[config.mk]
export PLATFORM = sky130hd
export DESIGN_NAME = demux_1_to_8
export DESIGN_NICKNAME = d
export VERILOG_FILES = /design/src/rtl/demux_1_to_8.sv
export SDC_FILE = /design/constraint.sdc
export NUM_CORES = 1
export LEC_CHECK = 0
export ABC_AREA = 1
export BUFFER_PORTS_ARGS = -buffer_cell sky130_fd_sc_hd__buf_4
export CAP_MARGIN = 20
export CORE_UTILIZATION = 25
export DETAILED_ROUTE_END_ITERATION = 7
export GPL_ROUTABILITY_DRIVEN = 0
export PLACE_DENSITY_LB_ADDON = 0.05
export SLEW_MARGIN = 10
export SYNTH_ARGS = -nofsm -noshare
export SYNTH_HDL_FRONTEND = slang
export SYNTH_SLANG_ARGS = --single-unit
[constraint.sdc]
create_clock -name clk -period 1.45 [get_ports clk]
set_input_delay 0.29 -clock clk [delete_from_list [all_inputs] [get_ports clk]]
set_output_delay 0.29 -clock clk [all_outputs]
set_load 0.01 [all_outputs]
[src/rtl/demux_1_to_8.sv]
// Registered 1-to-8 demultiplexer.
// Steers d to the output chosen by sel and drives every other output to zero.
// Outputs, the one-hot destination copy and valid update together, one clock after sampling.
module demux_1_to_8 #(
    parameter int unsigned DATA_W = 1
) (
    input  logic              clk,
    input  logic              rst,
    input  logic              en,
    input  logic [DATA_W-1:0] d,
    input  logic [2:0]        sel,
    output logic [DATA_W-1:0] y0,
    output logic [DATA_W-1:0] y1,
    output logic [DATA_W-1:0] y2,
    output logic [DATA_W-1:0] y3,
    output logic [DATA_W-1:0] y4,
    output logic [DATA_W-1:0] y5,
    output logic [DATA_W-1:0] y6,
    output logic [DATA_W-1:0] y7,
    output logic [7:0]        sel_onehot,
    output logic              valid
);

    logic [DATA_W-1:0] y_d [8];
    logic [DATA_W-1:0] y_q [8];
    logic [7:0]        onehot_d, onehot_q;
    logic              valid_d, valid_q;

    // Next-state: route d to the selected slot only while enabled; idle clears everything.
    always_comb begin
        for (int i = 0; i < 8; i++) begin
            y_d[i] = '0;
        end
        onehot_d = 8'h00;
        valid_d  = 1'b0;
        if (en) begin
            y_d[sel] = d;
            onehot_d = 8'h01 << sel;
            valid_d  = 1'b1;
        end
    end

    // State register with synchronous reset that overrides en, d and sel.
    always_ff @(posedge clk) begin
        if (rst) begin
            for (int i = 0; i < 8; i++) begin
                y_q[i] <= '0;
            end
            onehot_q <= 8'h00;
            valid_q  <= 1'b0;
        end else begin
            for (int i = 0; i < 8; i++) begin
                y_q[i] <= y_d[i];
            end
            onehot_q <= onehot_d;
            valid_q  <= valid_d;
        end
    end

    assign y0         = y_q[0];
    assign y1         = y_q[1];
    assign y2         = y_q[2];
    assign y3         = y_q[3];
    assign y4         = y_q[4];
    assign y5         = y_q[5];
    assign y6         = y_q[6];
    assign y7         = y_q[7];
    assign sel_onehot = onehot_q;
    assign valid      = valid_q;

endmodule

==> summary.txt, run 1 <==
worst min-delay path class = primary input to flip-flop
clock net sink count = 17
post-route ant nets = 0
final setup violation count = 0
First-pass DRT Iterations = 2
number of primary I/O pins = 24
Root Driver = clkbuf_4
vias in the first global route = 314
CTS tree = built
nets = 89
# DRC = 0
Worst EP required = 1160 ps
# resized after CTS = 0
final worst setup slack = 425 ps
combinational power share = 0.073
top cells by area, synth = dfxtp_1, nor2_1, nand2_1
DIE HEIGHT = 46.1 um
Design Power = 781 uW
number of DRC markers in iteration 0 = 2
Cell variety after synth = 5
final wirelength = 880 um
Period Utilization, post-route = 0.707
fmax = 0.976 GHz
TritonCTS buffer count = 3
Max Slew Vio Count = 0
VDD IR-drop max = 0.334 mV
critical path type = flip-flop to output pin
pre-CTS WS = 599 ps
Sw Pwr = 178 uW
Slew Limit Headroom = 0.903
first-pass GRT wire length = 1260 um
H-tree Lvls = 1
most frequent cells in the layout = buf_4, nor2_1, dfxtp_1
Cells after Synth = 54
Via Count = 401
layout cells sized above 1 = 0.346
crit path max-delay cell type = dfxtp_1
# rows = 15
grt ovf = 0
Syn Nets = 61
Worst Tran Pin Value = 145 ps
CP top delay family = flip-flops
# fillers = 196
wire per inst = 8.30 um
RSZ-0062 raised after global routing = no
fin crit period = 1020 ps
YS warnings = 0
Clock power frac = 0.317
final hold violations = 0
Chip Width = 46.1 um
area grow syn2layout = 47.6%
Power Dens Cells = 1090 nW/um^2
hpwl dp = 681 um
Worst Setup End Kind = output pin
post-synth top area cell = dfxtp_1
Largest stage delay, worst path = 320 ps
diode count = 0
Synth top area share = 0.699
Core ar. = 1780 um^2
vias per std cell = 3.78
internal power = 603 uW
Starting Density = 0.273
critical path fanouts, max = 1
Max Root-Sink Buffers = 2
setup TNS = 0 ps
Clk pin slew, worst setup/hold paths = 100 ps
post-CTS setup buffers = 0
worst hold margin = 175 ps
initial antenna violation count = 0
worst-path cell chain = buf_4
Worst EP arrival = 730 ps
Yosys reg bits = 17
Seq/Total Area, Yosys = 0.699
Flop pwr share = 0.610
Pleak = 0.360 nW
switching share of power = 0.228
IO buf count = 23
largest net degree at the start of global routing = 11
CTS Hold Bufs = 0
commonest non-fill, non-tap cell in the layout = buf_4
CP startpoint kind = flip-flop
status = complete, no violations
final core utilization = 0.403
Max-Cap Viols = 0
gr usage total = 0.0896
Die ar. = 2130 um^2
WP buf/inv = 1
syn avg cell area = 9.01 um^2
Post-Syn Area = 487 um^2
==> Yosys cell counts <==
master,number
inv_1,6
dfxtp_1,17
nand2_1,13
nor2_1,17
nor2_4,1
==> power by group through the flow <==
stage	sequential, mW	clock [mW]	combinational (mW)
3_5_place_dp	0.487	0	0.0580
3_3_place_gp	0.487	0	0.0585
2_1_floorplan	0.491	0	0.0216
5_1_grt	0.477	0.278	0.0632
6_report	0.476	0.247	0.0574
4_1_cts	0.476	0.255	0.0582
==> through the flow <==
step	cells	instance area (um^2)
2_1_floorplan	54	487
3_3_place_gp	102	691
6_report	106	718
4_1_cts	106	718
3_5_place_dp	102	691
5_1_grt	106	718
==> final timing paths <==
path	startpoint	to	slack, ps	cells past startpoint
hold / removal	rst	valid$_SDFF_PP0_	180	2
setup / recovery	valid$_SDFF_PP0_	valid	430	1
==> registers in the layout, indices dropped and copies added, names as in the netlist <==
| signal | cells |
|---|---|
| valid | 1 |
| sel_onehot | 8 |
| y_q | 8 |
==> routing by layer <==
metal | track usage | vias to the layer above | wire (um)
met5 | 0 | - | 0
met4 | 0.0706 | 0 | 14
met3 | 0.0353 | 2 | 63
met2 | 0.118 | 14 | 359
met1 | 0.114 | 174 | 442
li1 | - | 211 | -
==> area by class of cell <==
| type | count | area (um^2) | share of cell area |
|---|---|---|---|
| inverter | 6 | 22.5 | 0.0314 |
| sequential | 17 | 340 | 0.474 |
| clock inverter | 1 | 5.00 | 0.00697 |
| multi-input combinational | 31 | 124 | 0.172 |
| clock buffer | 3 | 22.5 | 0.0314 |
| timing repair buffer | 23 | 173 | 0.240 |
| tap | 25 | 31.3 | 0.0436 |
==> logic make-up after synthesis <==
logic type / count (synthesis) / synth area share
DFF: 17 / 0.699
buffers and inverters: 6 / 0.0463
and+or+nand+nor: 31 / 0.255
Power figures use the tool's default switching activity.
==> run 2, diff against run 1 <==
- ABC_AREA: 1 -> 0
- clock period: 1.45 -> 1.05 ns (I/O delays scaled with it)
==> run 2 against run 1 <==
Via count fell by 9.5%. Die area fell by 3.0%. Combinational power up 31%. Highest routed layer unchanged.
==> summary.txt, run 2 <==
Finished Layout Cells = 93
final setup violation count = 0
Cell variety after synth = 11
Worst EP arrival = 730 ps
final core utilization = 0.402
largest net degree at the start of global routing = 10
FFs w/ async S/R, synth = 0
# resized after CTS = 0
Max Root-Sink Buffers = 2
WP buf/inv = 1
hpwl dp = 654 um
count leader, synth = dfxtp_1
Via Count = 363
Period Utilization, post-route = 0.897
most frequent cells in the layout = buf_4, dfxtp_1, nor2_1
grt ovf = 0
Core ar. = 1750 um^2
Synth top area share = 0.721
worst hold path stage count = 2
Hold Startpoint = rst
Max Slew Vio Count = 0
RSZ-0062 raised after global routing = no
Yosys reg bits = 17
Clk pin slew, worst setup/hold paths = 90 ps
worst hold margin = 97.2 ps
final wirelength = 887 um
CP startpoint kind = flip-flop
top cells by count, synth = dfxtp_1, nor2_1, nor3_1
most common flop cell mapped by yosys = dfxtp_1
layout cells sized above 1 = 0.412
Pleak = 0.310 nW
vias per std cell = 3.90
nets = 76
VDD IR-drop max = 0.565 mV
Worst Setup End Kind = output pin
fmax = 1.06 GHz
Root Driver = clkbuf_4
critical path fanouts, max = 1
DIE HEIGHT = 45.4 um
commonest non-fill, non-tap cell in the layout = buf_4
TritonCTS buffer count = 3
worst-path cell chain = buf_4
Max-Cap Viols = 0
Slew Limit Headroom = 0.846
post-route ant nets = 0
First-pass DRT Iterations = 4
crit path max-delay cell type = dfxtp_1
syn avg cell area = 11.5 um^2
fin crit period = 942 ps
area grow syn2layout = 48.8%
post-CTS setup buffers = 0
initial antenna violation count = 0
Power Dens Cells = 1520 nW/um^2
setup TNS = 0 ps
Worst EP required = 840 ps
Syn Nets = 48
diode count = 0
YS warnings = 0
H-tree Lvls = 1
status = complete, no violations
Design Power = 1.07 mW
worst min-delay path class = primary input to flip-flop
Placed Cells = 89
Largest stage delay, worst path = 320 ps
Cells after Synth = 41
# DRC = 0
Die ar. = 2060 um^2
# rows = 15
Post-Syn Area = 472 um^2
Seq/Total Area, Yosys = 0.721
IO buf count = 23
Starting Density = 0.270
CTS tree = built
CTS Hold Bufs = 0
Chip Width = 45.4 um
gr usage total = 0.0954
Worst Hold End = valid$_SDFF_PP0_
critical path type = flip-flop to output pin
wire per inst = 9.54 um
final hold violations = 0
number of primary I/O pins = 24
top cells by area, synth = dfxtp_1, nor2_1, nor3_1
vias in the first global route = 315
clock net sink count = 17
post-synth top area cell = dfxtp_1
CP top delay family = flip-flops
number of DRC markers in iteration 0 = 6
Worst Tran Pin Value = 230 ps
first-pass GRT wire length = 1350 um
EDFF count, synth = 0
## run 2: changes by cell type in the layout (fill, tap and decap cells not counted), moves of 2 or more
cell	previous run	this run
nand2b_1	0	2
nand2_1	13	1
nor3_1	0	3
inv_1	6	0
nor2_1	17	12
## run 2: power by group
group / internal (mW) / switching [mW]
logic: 0.0381 / 0.0371
clock network: 0.147 / 0.188
registers: 0.654 / 0.00244
total: 0.840 / 0.228
## run 2: kinds of logic after synthesis
kind of cell / Yosys count / synth area share
AND/OR/NAND/NOR: 24 / 0.279
flip-flops: 17 / 0.721
## run 2: how the worst max path moves through the flow
stage                                         from                  endpoint  cells after the start
after floorplan                             sel[2]  sel_onehot[0]$_SDFF_PP0_                      2
after global placement                      sel[2]  sel_onehot[0]$_SDFF_PP0_                      3
after detailed placement                    sel[2]  sel_onehot[0]$_SDFF_PP0_                      3
after CTS                 sel_onehot[5]$_SDFF_PP0_             sel_onehot[5]                      1
after global routing              valid$_SDFF_PP0_                     valid                      1
final                     sel_onehot[5]$_SDFF_PP0_             sel_onehot[5]                      1
## run 2: through the flow
stage | area (um^2) | setup WS [ps]
final | 702 | 108
after CTS | 702 | 95.5
after floorplan | 472 | 284
after global routing | 702 | 66.4
after global placement | 676 | 102
after detailed placement | 676 | 112
## run 2: area by class of cell
type | count | area [um^2]
repair buffers | 23 | 173
fillers | 193 | 1040
flip-flops and latches | 17 | 340
multi-input cells | 24 | 131
well taps | 25 | 31.3
clock buffers | 4 | 26.3
## run 2: metal layers
metal / up-vias / wire, um / global-route usage
met1: 160 / 430 / 0.129
met2: 14 / 396 / 0.129
li1: 187 / - / -
met4: 0 / 5 / 0.0545
met3: 2 / 55 / 0.0357
met5: - / 0 / 0
==> run 3, diff against run 2 <==
- CORE_MARGIN: not set -> 5
- MAX_ROUTING_LAYER: not set -> met4
==> run 3 against run 2 <==
First-iteration DRC count fell by 100%. Worst setup slack improved by 4.2 ps. Total power fell by 0.17%. Non-clock buffer count did not move. Utilization fell by 0.43 points. Via count fell by 3.6%. Sequential cell count did not move. Highest routed layer is now met3. Routed wire length rose by 14%. Cell count did not move. Combinational power rose by 1%. Sequential share of layout area did not move. Count of clock-buffer cells in the layout did not move. Critical path type unchanged.
==> summary.txt, run 3 (synthesized netlist as in run 2, its figures left out) <==
TritonCTS buffer count = 3
status = complete, no violations
vias in the first global route = 342
worst min-delay path class = primary input to flip-flop
Worst Tran Pin Value = 237 ps
area grow syn2layout = 48.8%
Worst EP arrival = 730 ps
largest net degree at the start of global routing = 10
Max Root-Sink Buffers = 2
commonest non-fill, non-tap cell in the layout = buf_4
pre-CTS WS = 117 ps
first-pass GRT wire length = 1490 um
Pleak = 0.310 nW
VDD IR-drop max = 0.716 mV
Die ar. = 2860 um^2
clock net sink count = 17
# DRC = 0
number of primary I/O pins = 24
hpwl dp = 754 um
fin crit period = 938 ps
critical path fanouts, max = 1
First-pass DRT Iterations = 1
CP top delay family = flip-flops
Starting Density = 0.267
Via Count = 350
Max-Cap Viols = 0
critical path type = flip-flop to output pin
# rows = 15
Worst Setup EP = sel_onehot[3]
Power Dens Cells = 1520 nW/um^2
# resized after CTS = 0
CTS tree = built
post-CTS setup buffers = 0
number of DRC markers in iteration 0 = 0
Worst Setup End Kind = output pin
final setup violation count = 0
Period Utilization, post-route = 0.893
Chip Width = 53.4 um
Slew Limit Headroom = 0.841
H-tree Lvls = 1
Finished Layout Cells = 93
final core utilization = 0.398
IO buf count = 23
Largest stage delay, worst path = 310 ps
gr usage total = 0.0783
Max Slew Vio Count = 0
most frequent cells in the layout = buf_4, dfxtp_1, nor2_1
post-route ant nets = 0
Levels on crit path = 1
Worst EP required = 840 ps
fmax = 1.07 GHz
final wirelength = 1010 um
diode count = 0
worst hold margin = 98.8 ps
Clk pin slew, worst setup/hold paths = 90 ps
Root Driver = clkbuf_4
final hold violations = 0
setup TNS = 0 ps
worst-path cell chain = buf_4
grt ovf = 0
nets = 76
DIE HEIGHT = 53.4 um
crit path max-delay cell type = dfxtp_1
CTS Hold Bufs = 0
Placed Cells = 89
final worst setup slack = 112 ps
RSZ-0062 raised after global routing = no
Core ar. = 1760 um^2
Worst setup startpoint = sel_onehot[3]$_SDFF_PP0_
layout cells sized above 1 = 0.412
CP startpoint kind = flip-flop
wire per inst = 10.9 um
vias per std cell = 3.76
WP buf/inv = 1
initial antenna violation count = 0
run 3: cell counts in the layout (fill, tap and decap cells not counted):
No cell type changed its count.
run 3: stage by stage:
stage / power [mW] / cell area [um^2]
2_1_floorplan: 0.700 / 472
3_3_place_gp: 0.748 / 676
3_5_place_dp: 0.749 / 676
4_1_cts: 1.08 / 702
5_1_grt: 1.12 / 702
6_report: 1.07 / 702
run 3: where the power goes:
part	internal, mW	switching (mW)	leakage [nW]
registers	0.654	0.00242	0.138
clock network	0.147	0.186	0.0150
logic	0.0381	0.0380	0.158
run 3: how the worst min path moves through the flow:
stage                     slack [ps]    from                  endpoint  depth (start not counted)
after CTS                         90     rst          valid$_SDFF_PP0_                          2
final                            100     rst          valid$_SDFF_PP0_                          2
after global routing              90     rst          valid$_SDFF_PP0_                          2
after detailed placement         400     rst          valid$_SDFF_PP0_                          2
after global placement           400     rst          valid$_SDFF_PP0_                          2
after floorplan                  280  sel[0]  sel_onehot[0]$_SDFF_PP0_                          1
run 3: layer usage:
layer	wire length [um]	share of wire	track usage	up-vias
met5	0	0	-	-
met1	436	0.43	0.0912	148
met4	0	0	0.0511	0
met3	116	0.11	0.0338	0
li1	-	-	-	186
met2	460	0.45	0.108	16
run 3: area by class of cell:
cell class	instances	area (um^2)
clock buffers	4	26.3
flip-flops and latches	17	340
repair buffers	23	173
well taps	25	31.3
fillers	191	1060
multi-input cells	24	131
